<file path="src/rtl/dpi_stream_sequencer_if.sv">
// Handshake bundle between the packet/byte source, config port,
// regex matcher and result sink of the stream sequencer.
interface dpi_stream_sequencer_if #(
  parameter int NSTREAM = 64
);
  localparam int IDW = $clog2(NSTREAM);

  logic           pkt_vld;
  logic           pkt_rdy;
  logic [IDW-1:0] pkt_stream_id;

  logic [7:0]     s_data;
  logic           s_vld;
  logic           s_last;
  logic           s_rdy;

  logic           cfg_we;
  logic           cfg_clr;
  logic [IDW-1:0] cfg_id;
  logic           cfg_en;

  logic           m_load_state;
  logic           m_new_stream_id;
  logic [IDW-1:0] m_stream_id;
  logic           m_enable;
  logic [7:0]     m_char_in;
  logic           m_char_in_vld;
  logic           m_eop;
  logic           m_fired;

  logic           res_vld;
  logic           res_rdy;
  logic [IDW-1:0] res_stream_id;
  logic           res_fired;

  logic [15:0]    pkt_cnt;

  modport master (
    output pkt_vld, pkt_stream_id,
    output s_data, s_vld, s_last,
    output cfg_we, cfg_clr, cfg_id, cfg_en,
    output m_fired, res_rdy,
    input  pkt_rdy, s_rdy,
    input  m_load_state, m_new_stream_id,
    input  m_stream_id, m_enable,
    input  m_char_in, m_char_in_vld, m_eop,
    input  res_vld, res_stream_id, res_fired,
    input  pkt_cnt
  );

  modport slave (
    input  pkt_vld, pkt_stream_id,
    input  s_data, s_vld, s_last,
    input  cfg_we, cfg_clr, cfg_id, cfg_en,
    input  m_fired, res_rdy,
    output pkt_rdy, s_rdy,
    output m_load_state, m_new_stream_id,
    output m_stream_id, m_enable,
    output m_char_in, m_char_in_vld, m_eop,
    output res_vld, res_stream_id, res_fired,
    output pkt_cnt
  );
endinterface

</file>
<file path="src/rtl/dpi_stream_sequencer.sv">
// Drives load/stream/drain/eop phases of one shared regex matcher
// and returns one fired/not-fired result per packet.
module dpi_stream_sequencer #(
  parameter int MATCH_LAT = 2,
  parameter int NSTREAM   = 64
) (
  input logic                   clk,
  input logic                   rst_n,
  dpi_stream_sequencer_if.slave bus
);
  localparam int IDW = $clog2(NSTREAM);
  localparam int DW  = (MATCH_LAT < 2) ? 1 : $clog2(MATCH_LAT);
  localparam logic [DW-1:0] DLAST =
    DW'((MATCH_LAT < 1) ? 0 : MATCH_LAT - 1);

  typedef enum logic [2:0] {
    IDLE, LOAD, SETTLE, STREAM, DRAIN, EOP, RESULT
  } state_t;

  state_t state, state_nxt;

  logic [NSTREAM-1:0] seen;
  logic [NSTREAM-1:0] en;
  logic [IDW-1:0]     id_q;
  logic               en_q;
  logic               new_q;
  logic               fired_q;
  logic [DW-1:0]      dcnt;
  logic [15:0]        cnt;
  logic               acc;
  logic               last;

  assign acc  = bus.pkt_vld & bus.pkt_rdy;
  assign last = bus.m_char_in_vld & bus.s_last;

  always_comb begin
    state_nxt = state;
    unique case (state)
      IDLE:    if (acc) state_nxt = LOAD;
      LOAD:    state_nxt = SETTLE;
      SETTLE:  state_nxt = STREAM;
      STREAM:  if (last)
                 state_nxt = (MATCH_LAT == 0) ? EOP : DRAIN;
      DRAIN:   if (dcnt == DLAST) state_nxt = EOP;
      EOP:     state_nxt = RESULT;
      RESULT:  if (bus.res_rdy) state_nxt = IDLE;
      default: state_nxt = IDLE;
    endcase
  end

  // pkt_rdy is gated so every output reads zero while reset is held
  assign bus.pkt_rdy         = rst_n & (state == IDLE);
  assign bus.s_rdy           = (state == STREAM);
  assign bus.m_char_in_vld   = bus.s_vld & bus.s_rdy;
  assign bus.m_char_in       = bus.s_rdy ? bus.s_data : 8'h00;
  assign bus.m_load_state    = (state == LOAD);
  assign bus.m_new_stream_id = (state == LOAD) & new_q;
  assign bus.m_stream_id     = id_q;
  assign bus.m_enable        = en_q;
  assign bus.m_eop           = (state == EOP);
  assign bus.res_vld         = (state == RESULT);
  assign bus.res_stream_id   = id_q;
  assign bus.res_fired       = fired_q;
  assign bus.pkt_cnt         = cnt;

  always_ff @(posedge clk) begin
    if (!rst_n) begin
      state   <= IDLE;
      seen    <= '0;
      en      <= '0;
      id_q    <= '0;
      en_q    <= 1'b0;
      new_q   <= 1'b0;
      fired_q <= 1'b0;
      dcnt    <= '0;
      cnt     <= '0;
    end else begin
      state <= state_nxt;
      dcnt  <= (state == DRAIN) ? dcnt + DW'(1) : '0;
      if (acc) begin
        id_q  <= bus.pkt_stream_id;
        en_q  <= en[bus.pkt_stream_id];
        new_q <= ~seen[bus.pkt_stream_id];
      end
      if (state == EOP) begin
        fired_q <= bus.m_fired;
        cnt     <= cnt + 16'd1;
        if (en_q) seen[id_q] <= 1'b1;
      end
      if (bus.cfg_we) en[bus.cfg_id] <= bus.cfg_en;
      // later assignment: a clear beats the EOP set on the same id
      if (bus.cfg_clr) seen[bus.cfg_id] <= 1'b0;
    end
  end
endmodule

</file>
<file path="src/flat_wrapper.sv">
// flat-port wrapper written by rule: the top's interface ports become plain ports
module dpi_stream_sequencer_flat 
#(
  parameter int MATCH_LAT = 2,
  parameter int NSTREAM   = 64
)
  (clk, rst_n, bus_pkt_vld, bus_pkt_stream_id, bus_s_data, bus_s_vld, bus_s_last, bus_cfg_we, bus_cfg_clr, bus_cfg_id, bus_cfg_en, bus_m_fired, bus_res_rdy, bus_pkt_rdy, bus_s_rdy, bus_m_load_state, bus_m_new_stream_id, bus_m_stream_id, bus_m_enable, bus_m_char_in, bus_m_char_in_vld, bus_m_eop, bus_res_vld, bus_res_stream_id, bus_res_fired, bus_pkt_cnt);
  dpi_stream_sequencer_if #(.NSTREAM(NSTREAM)) bus_i ();
  input logic clk;
  input logic rst_n;
  input wire logic [$bits(bus_i.pkt_vld)-1:0] bus_pkt_vld;
  input wire logic [$bits(bus_i.pkt_stream_id)-1:0] bus_pkt_stream_id;
  input wire logic [$bits(bus_i.s_data)-1:0] bus_s_data;
  input wire logic [$bits(bus_i.s_vld)-1:0] bus_s_vld;
  input wire logic [$bits(bus_i.s_last)-1:0] bus_s_last;
  input wire logic [$bits(bus_i.cfg_we)-1:0] bus_cfg_we;
  input wire logic [$bits(bus_i.cfg_clr)-1:0] bus_cfg_clr;
  input wire logic [$bits(bus_i.cfg_id)-1:0] bus_cfg_id;
  input wire logic [$bits(bus_i.cfg_en)-1:0] bus_cfg_en;
  input wire logic [$bits(bus_i.m_fired)-1:0] bus_m_fired;
  input wire logic [$bits(bus_i.res_rdy)-1:0] bus_res_rdy;
  output wire logic [$bits(bus_i.pkt_rdy)-1:0] bus_pkt_rdy;
  output wire logic [$bits(bus_i.s_rdy)-1:0] bus_s_rdy;
  output wire logic [$bits(bus_i.m_load_state)-1:0] bus_m_load_state;
  output wire logic [$bits(bus_i.m_new_stream_id)-1:0] bus_m_new_stream_id;
  output wire logic [$bits(bus_i.m_stream_id)-1:0] bus_m_stream_id;
  output wire logic [$bits(bus_i.m_enable)-1:0] bus_m_enable;
  output wire logic [$bits(bus_i.m_char_in)-1:0] bus_m_char_in;
  output wire logic [$bits(bus_i.m_char_in_vld)-1:0] bus_m_char_in_vld;
  output wire logic [$bits(bus_i.m_eop)-1:0] bus_m_eop;
  output wire logic [$bits(bus_i.res_vld)-1:0] bus_res_vld;
  output wire logic [$bits(bus_i.res_stream_id)-1:0] bus_res_stream_id;
  output wire logic [$bits(bus_i.res_fired)-1:0] bus_res_fired;
  output wire logic [$bits(bus_i.pkt_cnt)-1:0] bus_pkt_cnt;
  assign bus_i.pkt_vld = bus_pkt_vld;
  assign bus_i.pkt_stream_id = bus_pkt_stream_id;
  assign bus_i.s_data = bus_s_data;
  assign bus_i.s_vld = bus_s_vld;
  assign bus_i.s_last = bus_s_last;
  assign bus_i.cfg_we = bus_cfg_we;
  assign bus_i.cfg_clr = bus_cfg_clr;
  assign bus_i.cfg_id = bus_cfg_id;
  assign bus_i.cfg_en = bus_cfg_en;
  assign bus_i.m_fired = bus_m_fired;
  assign bus_i.res_rdy = bus_res_rdy;
  assign bus_pkt_rdy = bus_i.pkt_rdy;
  assign bus_s_rdy = bus_i.s_rdy;
  assign bus_m_load_state = bus_i.m_load_state;
  assign bus_m_new_stream_id = bus_i.m_new_stream_id;
  assign bus_m_stream_id = bus_i.m_stream_id;
  assign bus_m_enable = bus_i.m_enable;
  assign bus_m_char_in = bus_i.m_char_in;
  assign bus_m_char_in_vld = bus_i.m_char_in_vld;
  assign bus_m_eop = bus_i.m_eop;
  assign bus_res_vld = bus_i.res_vld;
  assign bus_res_stream_id = bus_i.res_stream_id;
  assign bus_res_fired = bus_i.res_fired;
  assign bus_pkt_cnt = bus_i.pkt_cnt;
  dpi_stream_sequencer #(.MATCH_LAT(MATCH_LAT), .NSTREAM(NSTREAM)) u_core (.clk(clk), .rst_n(rst_n), .bus(bus_i));
endmodule
</file>
<file path="config.mk">
export PLATFORM = sky130hd
export DESIGN_NAME = dpi_stream_sequencer_flat
export DESIGN_NICKNAME = d
export VERILOG_FILES = /design/src/rtl/dpi_stream_sequencer_if.sv /design/src/rtl/dpi_stream_sequencer.sv /design/src/flat_wrapper.sv
export SDC_FILE = /design/constraint.sdc
export NUM_CORES = 1
export LEC_CHECK = 0
export ABC_AREA = 0
export BUFFER_PORTS_ARGS = -buffer_cell sky130_fd_sc_hd__buf_2
export CAP_MARGIN = 40
export CORE_MARGIN = 3
export CORE_UTILIZATION = 45
export CTS_CLUSTER_DIAMETER = 40
export DETAILED_ROUTE_END_ITERATION = 6
export SETUP_SLACK_MARGIN = 0.05
export SYNTH_ARGS = -nofsm -noshare
export SYNTH_HDL_FRONTEND = slang
export SYNTH_SLANG_ARGS = --single-unit
</file>
<file path="constraint.sdc">
create_clock -name clk -period 3.1 [get_ports clk]
set_input_delay 0.62 -clock clk [delete_from_list [all_inputs] [get_ports clk]]
set_output_delay 0.62 -clock clk [all_outputs]
set_load 0.05 [all_outputs]
</file>
# == After elaboration in Yosys (flattened, before gate mapping) ==
# Cells that the tools add are included.
# totals
output_inout_bits,45
regBits,157
# op_classes
mux,19
eq_ne,10
reduce_logical,5
n_bitwise,9
n_lt_le_gt_ge,5
addsub,2
# op_table
operator,count
$mux 64,4
$and 64x64->64,1
$bwmux 64,1
$not 64->64,1
$or 64x64->64,1
$lt 6x7->1 const B,3
$pmux 3 s7,1
$add 16x1->16 const B,1
$bmux 1 s6,2
$demux 1 s6,2
$ge 6x1->1 const B,2
$mux 3,4
$eq 3x3->1 const B,3
$mux 8,1
$eq 3x2->1 const B,2
$and 1x1->1,5
$mux 1,4
$ne 2x1->1 const B,2
$ne 2x2->1 const B,2
$reduce_and 4->1,1
$eq 3x1->1 const B,1
$logic_not 3->1,1
$logic_and 1x1->1,2
$reduce_and 2->1,1
other kinds (2),2

# == Longest topological paths before layout ==
# logic_depth
depth_word,10
ltp_mapped,8

# == Least setup slack after synthesis ==
# OpenSTA, ideal clock, no wires.
# synth_timing
path_kind,input -> register
startpoint,in rst_n
endpoint,reg u_core.new_q
stages,6
path_buffers,1
required_ns,3.040
setup_slack_ns,-0.497
arrival_time_ns,3.537
path_cell_list,buf_6 nor4b_1 nand2_1 a311oi_1 o211a_1 a311o_1
# synth_via
elab_chain_len,2
# synth_lines
element,line,source
from (decl),flat_wrapper.sv:10,input logic rst_n;
$and 1x1->1,dpi_stream_sequencer.sv:52,assign bus.pkt_rdy = rst_n & (state == IDLE);
via bus_pkt_rdy,flat_wrapper.sv:22,output wire logic [$bits(bus_i.pkt_rdy)-1:0] bus_pkt_rdy;
$and 1x1->1,dpi_stream_sequencer.sv:33,assign acc = bus.pkt_vld & bus.pkt_rdy;
to (signal assigned),dpi_stream_sequencer.sv:83,new_q <= ~seen[bus.pkt_stream_id];
to (decl),dpi_stream_sequencer.sv:26,logic new_q;
# The timed path passes the listed nets, and every way through them passes these cells.
# A chain may end at the register's enable or synchronous reset.

# == Final worst setup path ==
# layout_timing
startpoint,reg u_core.state[0]
endpoint,out bus_m_eop
# layout_via
elab_chain_len,1
# layout_lines
element,line,source
from (decl),dpi_stream_sequencer.sv:20,"state_t state, state_nxt;"
from (signal assigned),dpi_stream_sequencer.sv:78,state <= state_nxt;
$eq 3x3->1,dpi_stream_sequencer.sv:60,assign bus.m_eop = (state == EOP);
to (decl),flat_wrapper.sv:30,output wire logic [$bits(bus_i.m_eop)-1:0] bus_m_eop;
# No other way between the ends.

==> metrics.yaml <==
status: "finished clean"
multi_input_area_sq_um: 3960
synthSimpleGateAreaFrac: 0.186
synthMuxAreaShare: 0.125
drv_slew: 0
worstPathMaxFanout: 11
synth_top_family_by_area: "compound AO/OA/AOI/OAI gates"
num_rows: 46
cts_tree: "built"
place_congestion: 0.872
worstSetupPathType: "register to output pin"
antenna_found_initial: 0
critPathLaunchType: "register"
synth_edf_count: 0
setup_viol: 0
grt_pass1_vias: 6222
power.leakage_nw: 3.13
drive_above_1_share: 0.178
grt_start_max_net_pins: 71
synth_cell_types: 51
cp_slowest_cell: "and3b_1"
cellPowerDensity_nw_per_um2: 538
core_sq_um: 16100
cts-resized-gates: 0
cp.required_ps: 2480
drc: 0
routed_via_density: 6.06
fill_cells: 1528
nNetsFinal: 961
cp.arrival_ps: 1910
synth_seq_cells: 157
cp-end-kind: "output pin"
antenna_left: 0
hold_viol: 0
diodes: 0
yosys_warnings: 0
path_cells: "and3b_1, buf_2"
clkLatencyLatePin_ps: 430
wl_mm: 23.5
fin_tns_setup_ps: 0
mostFrequentLayoutCells: "dfxtp_1, o21ai_0, a21oi_1"
ir_drop_mv: 0.471
min_period_ps: 2530
cp_top_family: "simple AND/OR/NAND/NOR gates"
fmax_ghz: 0.395
clock-sinks: 157
wire_per_inst_microns: 20.3
pin_count: 75
rsz0062_at_grt: "false"
area_growth_pct: 14.9
cts_buffers: 17
path_clk_slew_ps: 60
cap_violations: 0
grtUsageTotal: 0.261
cts_setup_buffers: 0
busiest_layer: "met1"
skew_ps: 8.35
io_buffers: 74
clock_tree.root_cell: "clkbuf_16"
synth-compound-area-share: 0.202
grt_use_met3: 0.0645
grt_use_met2: 0.373
die_w_microns: 135
avgSynthCellArea_sq_um: 8.52
hpwl_mm: 15.0
grt_pass1_wl_mm: 36.7
vias: 7019
cts_hold_buf: 0
firstDrtPassIters: 5
final_core_util: 0.534
cpPeakStageDelay_ps: 600
synth_sequential_area_ratio: 0.420
dieArea_sq_um: 18200
initial_core_util: 0.465
syn_inst: 879
final_common_cell: "dfxtp_1"
finalCritPeriodShare: 0.816
cp_num_buf_inv: 1
ys_async_sr_fraction: 0
seqCellArea_sq_um: 3140
synth_nets: 910
grtUsageMet1: 0.398
drtIter0Drc: 850
worst-slew-pin-transition_ps: 950
min_path_type: "input pin to register"
h-tree-depth: 4
dieHeight_microns: 135
relSlewSlack: 0.365
synth_ff_type: "dfxtp_1"
cts_buffer_depth: 2
synthAdderAreaFrac: 0.00167
netlist_area_sq_um: 7490
synthXorXnorAreaFrac: 0.0129
grt_overflow: 0
logic make-up after synthesis:
family | Yosys count
flip-flops | 157
AO/OA/AOI/OAI | 286
multiplexers | 51
adder cells (fa/ha/maj) | 1
XOR/XNOR | 11
AND/OR/NAND/NOR | 289
buffers and inverters | 84
cell type report:
| cell class | instances | share of cell area |
|---|---|---|
| sequential | 157 | 0.365 |
| timing repair buffer | 105 | 0.0689 |
| inverter | 11 | 0.00480 |
| multi-input combinational | 638 | 0.460 |
| clock buffer | 20 | 0.0531 |
| tap | 216 | 0.0314 |
| clock inverter | 12 | 0.0167 |
stage by stage:
stage	worst slack, ps	area, sq um	std cells	power, mW	hold slack (ps)
after floorplan	113	7500	879	2.40	446
after global placement	426	7990	1123	2.52	459
after detailed placement	376	8010	1127	2.52	464
after CTS	586	8610	1159	4.65	421
after global routing	506	8610	1159	4.77	473
final	571	8610	1159	4.63	434
worst min-delay path, delay by kind of cell:
family        cells  cell delay, ps
buf+inv           1              80
simple gates      1              80
mux               1              50
report_power, final:
part / total, mW / switching [mW] / internal, mW
clock network: 2.15 / 0.850 / 1.30
registers: 2.06 / 0.0296 / 2.03
logic: 0.420 / 0.313 / 0.108
total: 4.63 / 1.19 / 3.44
path summary, 6_finish.rpt:
| kind | startpoint | endpoint | slack (ps) | cells after the start |
|---|---|---|---|---|
| max | u_core.state[0] | bus_m_eop | 570 | 2 |
| min | bus_m_fired | u_core.bus.res_fired | 430 | 3 |
| max reg2reg | u_core.state[0] | u_core.bus.pkt_cnt[15] | 780 | 5 |
| min reg2reg | u_core.en[29] | u_core.en[29] | 480 | 2 |
routing by layer:
layer / vias to the layer above / wire [microns] / part of all wire
li1: 3286 / - / -
met1: 3360 / 11000 / 0.47
met2: 341 / 10100 / 0.43
met3: 32 / 2140 / 0.091
met4: 0 / 291 / 0.012
met5: - / 0 / 0
registers in the layout, summed over array words and instances (netlist names):
register and cells:
u_core.en 64, u_core.seen 64, u_core.bus.pkt_cnt 16, u_core.bus.m_enable 1, u_core.state 3, u_core.bus.m_stream_id 6, u_core.new_q 1, u_core.dcnt 1
u_core.bus.res_fired 1
synth_stat cells (7+ instances only):
library cell	n	area share
clkbuf_1	51	0.026
nand4_1	7	0.0058
mux2i_1	18	0.024
nor2_1	96	0.048
mux4_1	10	0.035
dfxtp_1	157	0.42
nand2_1	34	0.017
inv_1	10	0.0050
nor2b_1	8	0.0067
and2_1	14	0.012
mux4_2	21	0.063
nand3_1	81	0.054
a21oi_1	126	0.084
nor3b_1	7	0.0070
nor3_1	13	0.0087
o21ai_0	135	0.090
No activity file was read; power rests on OpenSTA's default activity.
